===== src/rtl/mult_div_seq_pkg.sv =====
// Shared definitions for the iterative multiply/divide sequencer: FSM state
// encoding, the mode constants the control unit drives, and sign helpers.
package mdu_pkg;

    typedef enum logic [1:0] {
        S_IDLE,
        S_CALC,
        S_FIXUP,
        S_DONE
    } mdu_state_t;

    localparam logic MDU_MULT = 1'b0;
    localparam logic MDU_DIV  = 1'b1;

    // Widest value the sign helpers handle. Callers zero-extend into this
    // width and truncate the result back. Two's-complement negation is exact
    // modulo 2^n, so the low bits are correct for any narrower operand.
    localparam int MDU_MAX_W = 128;

    function automatic logic [MDU_MAX_W-1:0] mdu_neg(input logic [MDU_MAX_W-1:0] x);
        return ~x + MDU_MAX_W'(1);
    endfunction

    function automatic logic [MDU_MAX_W-1:0] mdu_mag(input logic [MDU_MAX_W-1:0] x,
                                                     input logic               neg);
        return neg ? mdu_neg(x) : x;
    endfunction

endpackage


===== src/rtl/mult_div_seq_div_step.sv =====
// One restoring-division step: shift the next dividend bit into the partial
// remainder, then keep the difference only if the divisor fits.
module mdu_div_step
    import mdu_pkg::*;
#(
    parameter int WIDTH = 32
) (
    input  logic [WIDTH:0]   rem_in,
    input  logic             dividend_bit,
    input  logic [WIDTH-1:0] divisor,
    output logic [WIDTH:0]   rem_out,
    output logic             q_bit
);

    logic [WIDTH+1:0] shifted;
    logic [WIDTH+1:0] diff;

    // Trial subtraction; a clear borrow bit means the divisor fits
    always_comb begin
        shifted = {rem_in, dividend_bit};
        diff    = shifted - {2'b00, divisor};
        q_bit   = ~diff[WIDTH+1];
        rem_out = q_bit ? diff[WIDTH:0] : shifted[WIDTH:0];
    end

endmodule


===== src/rtl/mult_div_seq.sv =====
// Iterative MULT/DIV sequencer with a start/done handshake. It runs an
// LSB-first shift-add multiply or a restoring divide on operand magnitudes,
// then applies the signs in a single fixup cycle.
module mult_div_seq
    import mdu_pkg::*;
#(
    parameter int WIDTH = 32
) (
    input  logic             clk,
    input  logic             reset,
    input  logic             start,
    input  logic             mode,
    input  logic             is_signed,
    input  logic [WIDTH-1:0] a,
    input  logic [WIDTH-1:0] b,
    output logic             busy,
    output logic             done,
    output logic             div0,
    output logic [WIDTH-1:0] hi,
    output logic [WIDTH-1:0] lo
);

    localparam int AW = 2 * WIDTH;
    localparam int CW = $clog2(WIDTH);

    mdu_state_t      state;
    logic [CW-1:0]   cnt;
    logic            mode_q;
    logic            neg_res;
    logic            neg_rem;
    // Multiply: {partial product, remaining multiplier bits}.
    // Divide: low half is the dividend shifting out and quotient shifting in.
    logic [AW-1:0]   acc;
    // Multiplicand for multiply, divisor for divide
    logic [WIDTH-1:0] opnd;
    logic [WIDTH:0]   rem;

    logic [WIDTH-1:0] a_mag;
    logic [WIDTH-1:0] b_mag;
    logic [WIDTH:0]   mul_sum;
    logic [WIDTH:0]   rem_nxt;
    logic             q_bit;
    logic [AW-1:0]    prod_fix;
    logic [WIDTH-1:0] quo_fix;
    logic [WIDTH-1:0] rem_fix;

    mdu_div_step #(
        .WIDTH(WIDTH)
    ) u_div_step (
        .rem_in      (rem),
        .dividend_bit(acc[WIDTH-1]),
        .divisor     (opnd),
        .rem_out     (rem_nxt),
        .q_bit       (q_bit)
    );

    // Operand magnitudes, multiply add step and sign fixup values
    always_comb begin
        a_mag    = WIDTH'(mdu_mag(MDU_MAX_W'(a), is_signed & a[WIDTH-1]));
        b_mag    = WIDTH'(mdu_mag(MDU_MAX_W'(b), is_signed & b[WIDTH-1]));
        mul_sum  = {1'b0, acc[AW-1:WIDTH]} + {1'b0, (acc[0] ? opnd : '0)};
        prod_fix = neg_res ? AW'(mdu_neg(MDU_MAX_W'(acc))) : acc;
        quo_fix  = neg_res ? WIDTH'(mdu_neg(MDU_MAX_W'(acc[WIDTH-1:0]))) : acc[WIDTH-1:0];
        rem_fix  = neg_rem ? WIDTH'(mdu_neg(MDU_MAX_W'(rem[WIDTH-1:0]))) : rem[WIDTH-1:0];
    end

    // Sequencer FSM with registered handshake and result outputs
    always_ff @(posedge clk) begin
        if (reset) begin
            state   <= S_IDLE;
            cnt     <= '0;
            mode_q  <= MDU_MULT;
            neg_res <= 1'b0;
            neg_rem <= 1'b0;
            acc     <= '0;
            opnd    <= '0;
            rem     <= '0;
            busy    <= 1'b0;
            done    <= 1'b0;
            div0    <= 1'b0;
            hi      <= '0;
            lo      <= '0;
        end else begin
            done <= 1'b0;
            div0 <= 1'b0;
            case (state)
                S_IDLE: begin
                    if (start) begin
                        mode_q  <= mode;
                        neg_res <= is_signed & (a[WIDTH-1] ^ b[WIDTH-1]);
                        neg_rem <= is_signed & a[WIDTH-1];
                        cnt     <= '0;
                        rem     <= '0;
                        busy    <= 1'b1;
                        if (mode == MDU_DIV && b == '0) begin
                            state <= S_DONE;
                            done  <= 1'b1;
                            div0  <= 1'b1;
                        end else begin
                            state <= S_CALC;
                            opnd  <= (mode == MDU_DIV) ? b_mag : a_mag;
                            acc   <= AW'((mode == MDU_DIV) ? a_mag : b_mag);
                        end
                    end
                end
                S_CALC: begin
                    if (mode_q == MDU_MULT) begin
                        acc <= {mul_sum, acc[WIDTH-1:1]};
                    end else begin
                        rem            <= rem_nxt;
                        acc[WIDTH-1:0] <= {acc[WIDTH-2:0], q_bit};
                    end
                    cnt <= cnt + 1'b1;
                    if (cnt == CW'(WIDTH - 1)) begin
                        state <= S_FIXUP;
                    end
                end
                S_FIXUP: begin
                    if (mode_q == MDU_MULT) begin
                        hi <= prod_fix[AW-1:WIDTH];
                        lo <= prod_fix[WIDTH-1:0];
                    end else begin
                        hi <= rem_fix;
                        lo <= quo_fix;
                    end
                    done  <= 1'b1;
                    state <= S_DONE;
                end
                S_DONE: begin
                    busy  <= 1'b0;
                    state <= S_IDLE;
                end
                default: begin
                    busy  <= 1'b0;
                    state <= S_IDLE;
                end
            endcase
        end
    end

endmodule


===== config.mk =====
export PLATFORM = sky130hd
export DESIGN_NAME = mult_div_seq
export DESIGN_NICKNAME = d
export VERILOG_FILES = /design/src/rtl/mult_div_seq_pkg.sv /design/src/rtl/mult_div_seq_div_step.sv /design/src/rtl/mult_div_seq.sv
export SDC_FILE = /design/constraint.sdc
export NUM_CORES = 1
export LEC_CHECK = 0
export CORE_MARGIN = 5
export CORE_UTILIZATION = 31
export DETAILED_ROUTE_END_ITERATION = 10
export PLACE_DENSITY = 0.48
export RECOVER_POWER = 50
export SETUP_SLACK_MARGIN = 0.5
export SYNTH_ARGS = -nofsm -noshare
export SYNTH_HDL_FRONTEND = slang
export SYNTH_HIERARCHICAL = 1
export SYNTH_SLANG_ARGS = --single-unit
export TNS_END_PERCENT = 5

===== constraint.sdc =====
create_clock -name clk -period 9.4 [get_ports clk]
set_clock_uncertainty 0.1 [all_clocks]
set_input_delay 2.82 -clock clk [delete_from_list [all_inputs] [get_ports clk]]
set_output_delay 2.82 -clock clk [all_outputs]
set_load 0.05 [all_outputs]

After elaboration in Yosys (flattened, before gate mapping)
Index checks and enable logic that the tools add are counted.

Flip-flop bits (word level): 206. Input port bits: 69. Output and inout bits: 67. Logic and storage cells: 87.

$add $sub $neg: 8. Equality and inequality tests: 9. Mux-type cells: 30. Bitwise operators: 12. Reductions and logical operators: 14.

Operator list (count): $mux W32 (11); $mux W64 (3); $add A32 B1 Y32 const B (4); $not A32 Y32 (4); $pmux W64 S2 (1); $mux W33 (3); $pmux W33 S2 (1); $add A64 B1 Y64 const B (1); $not A64 Y64 (1); $sub A34 B32 Y34 (1); $add A32 B32 Y33 (1); $logic_not A32 Y1 (1); $ne A2 B2 Y1 const B (5); $pmux W5 S2 (1); $reduce_and A3 Y1 (3); $pmux W2 S4 (1); $reduce_and A2 Y1 (4); $mux W2 (3); $add A5 B1 Y5 const B (1); $eq A5 B5 Y1 const B (1); $mux W5 (1); $eq A2 B2 Y1 const B (2); $pmux W1 S2 (2); $reduce_and A4 Y1 (1); 9 further kinds (16).

Depth between registers and ports, before layout
Depth in word-level cells: 7. Depth in mapped cells: 16. Mapped depth without buffers: 14.

By module
Netlist, hierarchy kept.

By module, submodules not included: mult_div_seq (instances 1, cells an instance 1728, area each 13670.6 µm², sequential area each 4124.0 µm²); mdu_div_step (instances 1, cells an instance 306, area each 2213.4 µm², sequential area each 0.0 µm²).

Worst setup path after synthesis
Ideal clock, no wire load.

Path type: input to register. From: input b[9]. To: register acc[63]. Library setup time: 61 ps. Arrival: 5135 ps. Required time: 9239 ps. Slack: 4104 ps. Cell stages on the path: 10. Path buffers: 1. Cells stage by stage: or4_1 > nor3_1 > nand4_1 > or2_2 > nand3_1 > o21ai_1 > a21oi_2 > buf_2 > a22oi_1 > nand2_1.

Longest elaborated chain between the ends: 4.

Ends and longest elaborated chain: start, declared (RTL line mult_div_seq.sv:15) `input logic [WIDTH-1:0] b,`; $logic_not A32 Y1 (RTL line mult_div_seq.sv:95) `if (mode == MDU_DIV && b == '0) begin`; $logic_and A1 B1 Y1 (RTL line mult_div_seq.sv:95); $ne A2 B2 Y1 (no source line); $reduce_and A4 Y1 (no source line); end signal, assigned (RTL line mult_div_seq.sv:102) `acc <= AW'((mode == MDU_DIV) ? a_mag : b_mag);`; end signal, assigned (RTL line mult_div_seq.sv:108) `acc <= {mul_sum, acc[WIDTH-1:1]};`; end signal, assigned by index (RTL line mult_div_seq.sv:111) `acc[WIDTH-1:0] <= {acc[WIDTH-2:0], q_bit};`; end, declared (RTL line mult_div_seq.sv:33) `logic [AW-1:0] acc;`.

No other way between the ends. A chain may end at the register's enable or synchronous reset.

Worst setup path after layout
From: input b[4]. To: register acc[63].

Same word-level chain as after synthesis.

==> metrics.txt <==
# Post-CTS Setup Buffers=0; met3 capacity usage during global routing=between 2 and 2.5%; WL/cell=between 20 and 25 µm; Multi-input gate area=between 10000 and 15000 µm²; share of cells above drive strength 1=under 10%; sequential cell area=slightly above 4000 µm²; unrepaired setup endpoints after global routing=no; Initial Util=a little under a third; PwrDens=around 220 nW/µm²; area delta synth->final=17.09%; GRT Util Overall=between 10% and 20%; clk buf depth=3; Syn. warnings=6; CTS root buf=clkbuf_16; GRT Max-Usage Layer=met2; clock network latency to the later pin of the worst-skew pair=0.57 ns; adder-cell area share of the yosys netlist=under 10%; pin count of the biggest net entering global routing=about 140; met2 Resource Use GR=~32%; largest stage delay on the critical path=0.78 ns; # nets final=between 2000 and 2500; Least-Margin Pin Slew=about 1.6 ns; CP max FO=40; Routed Antenna Nets=0; final hold slack=between 0.3 and 0.4 ns; TritonCTS Buffers=26; Leak=7.497 nW; Sink Count=between 200 and 250; global-route wire length before repair=between 80000 and 90000 µm; Die Y=236.4 µm; Max Cap Viol=1; synthesized cell area=about 16000 µm²; die area=~56000 µm²; CTS tree=built; Ports=~140; Hold Fails Final Rpt=0; worst relative slew slack=-9.667%; combinational share of power=44.8%; clock transition at the registers of the reported paths=around 0.060 ns; endpoint class of the critical path=register; XOR/XNOR share of the synthesized area=between 10% and 20%; Initial DRC Count=slightly above 1000; routing usage on met1=between 20% and 30%; Critical Path AT=7.02 ns; FMAX=approximately 150 MHz; top_reg_cell synth=dfxtp_1; Netlist cell types=between 80 and 90; Hold Buf Count CTS=0; worst path cell trace=clkdlybuf4s50_1 > or4_1 > nor3_1 > nand4_1 > or2_2 > nand3_1 > buf_4 > o21ai_2 > buf_4 > a21oi_2 > a22oi_1 > nand2_1; Simple-Gate Fraction of Synth Area=approximately a fifth; post-CTS sizing=0; largest family of logic cells by synthesized area=compound AO/OA/AOI/OAI gates; CP max-delay cell=a21oi_2; Detailed Place HPWL=roughly 44000 µm; final wirelength=between 50000 and 60000 µm; post-synthesis compound-gate area fraction=26.14%; global placer's final weighted congestion=0.8952; I/O Buffers=135; mux cell area share after synthesis=under 10%; Syn Nets=about 2200; internal power=around 2.2 mW; Clk network pwr share=about a quarter; EDFF count, synth=0; Final Max Slew Viols=31; Vias=around 15000; cell with the most instances on the worst path=buf_4; VDD IR max=about 0.13 mV; Net Switching=between 1.5 and 2 mW; TritonRoute pass-1 iters=5; worst hold path class=register to register; Die W=236.4 µm; Worst EP required=roughly 9.8 ns; Rows=83; Post-Synthesis Cells=2034; core box area=50990 µm²; Final Util=a little over a third; Async S/R FF share, synth=0%; antenna cell count=0; Filler cells=approximately 5300; part of the power in registers=a little under a third; failing checks=max-capacitance violations, max-slew violations; sw frac=44.76%; sequential area share after synthesis=between 20 and 30%; # DRC=0; final period utilization=a little over two thirds; CP Class=input pin to register; status=complete, but fails checks; setup TNS=0 ns; Congestion Overflow GR=0; H-tree depth=1; initial antenna violation count=0; Final Setup Violations=0; vias per inst=between 5 and 6; min Tclk post-route=6.634 ns; FF+latch count, synth=206; vias in the first global route=around 14000; crit start category=input pin; Synth Area per Inst=between 7 and 8 µm²
critical path, delay by kind of cell:
family | cells | cell delay [ns]
and+or+nand+nor | 6 | 1.98
AOI/OAI and AO/OA | 3 | 1.08
buffers and inverters | 3 | 1.13
cell type report:
type | count | share of cell area [%]
inverter | 74 | 1.493
sequential | 206 | 22.20
timing repair buffer | 157 | 8.140
multi-input combinational | 1621 | 59.01
clock inverter | 6 | 0.3565
tap | 680 | 4.575
clock buffer | 38 | 4.225
worst paths after layout:
check                                            from                    to  slack, ns  cells past startpoint
worst max-delay path                             b[4]  acc[63]$_SDFFE_PP0P_       2.77                     12
worst min-delay path               hi[1]$_SDFFE_PP0P_    hi[1]$_SDFFE_PP0P_       0.36                      2
worst max register to register  opnd[13]$_SDFFE_PP0P_  rem[17]$_SDFFE_PP0P_       5.20                     13
worst min register to register     hi[1]$_SDFFE_PP0P_    hi[1]$_SDFFE_PP0P_       0.36                      2
Yosys cell counts, drive strengths merged, types with 42 or more instances:
library cell / instances / area (µm²)
nor2: 246 / 923.4
dfxtp: 206 / 4124
nand2: 153 / 574.3
a21oi: 118 / 594.3
clkbuf: 111 / 416.7
xor2: 107 / 937.2
o21ai: 106 / 530.5
xnor2: 96 / 840.8
a211oi: 91 / 693.2
ha: 74 / 925.9
inv: 74 / 277.8
a22oi: 58 / 435.4
nor3: 49 / 256.5
mux2: 44 / 495.5
and2: 43 / 269.0
mux2i: 43 / 430.4
o31ai: 42 / 339.1
metrics by stage:
step                setup WS (ns)  power, mW  std cells  instance area [µm²]
finish                      2.766      4.064       2782                18600
global route                2.541      4.304       2782                18600
global placement            2.255      3.092       2738                17760
detailed placement          2.219      3.104       2738                17760
floorplan                   4.104      2.482       2034                15880
CTS                         2.803      4.125       2782                18610
layer usage:
metal  share of wire, %  vias to the layer above
met4                2.0                        0
met2                 47                      318
met1                 47                     7096
met5                  0                        -
met3                4.1                       55
li1                   -                     7493
registers in the layout, indices dropped and copies added (netlist names), 2 cells and up:
name   cells
state      2
cnt        5
rem       33
lo        32
acc       64
hi        32
opnd      32
kinds of logic (layout without fill, tap and decap cells):
family | after synthesis | count (layout)
and+or+nand+nor | 651 | 651
AOI/OAI and AO/OA | 604 | 604
buffers and inverters | 207 | 275
DFF | 206 | 206
xor gates and xnor gates | 203 | 203
muxes | 87 | 87
adders and majority gates | 76 | 76
layout by cell type (no fill, tap or decap), drive strengths merged, types with 68 or more instances in the layout:
| cell type | n |
|---|---|
| a21oi | 118 |
| a211oi | 91 |
| inv | 74 |
| xor2 | 107 |
| ha | 74 |
| nand2 | 153 |
| clkdlybuf4s50 | 68 |
| o21ai | 106 |
| dfxtp | 206 |
| nor2 | 246 |
| xnor2 | 96 |
power groups by stage:
stage,combinational (mW),sequential [mW],clock (mW)
2_1_floorplan,1.18,1.30,0
3_3_place_gp,1.84,1.26,0
3_5_place_dp,1.85,1.26,0
4_1_cts,1.85,1.24,1.03
5_1_grt,1.98,1.26,1.06
6_report,1.82,1.24,1.00
Note: power is estimated with default switching activity, not from simulation.
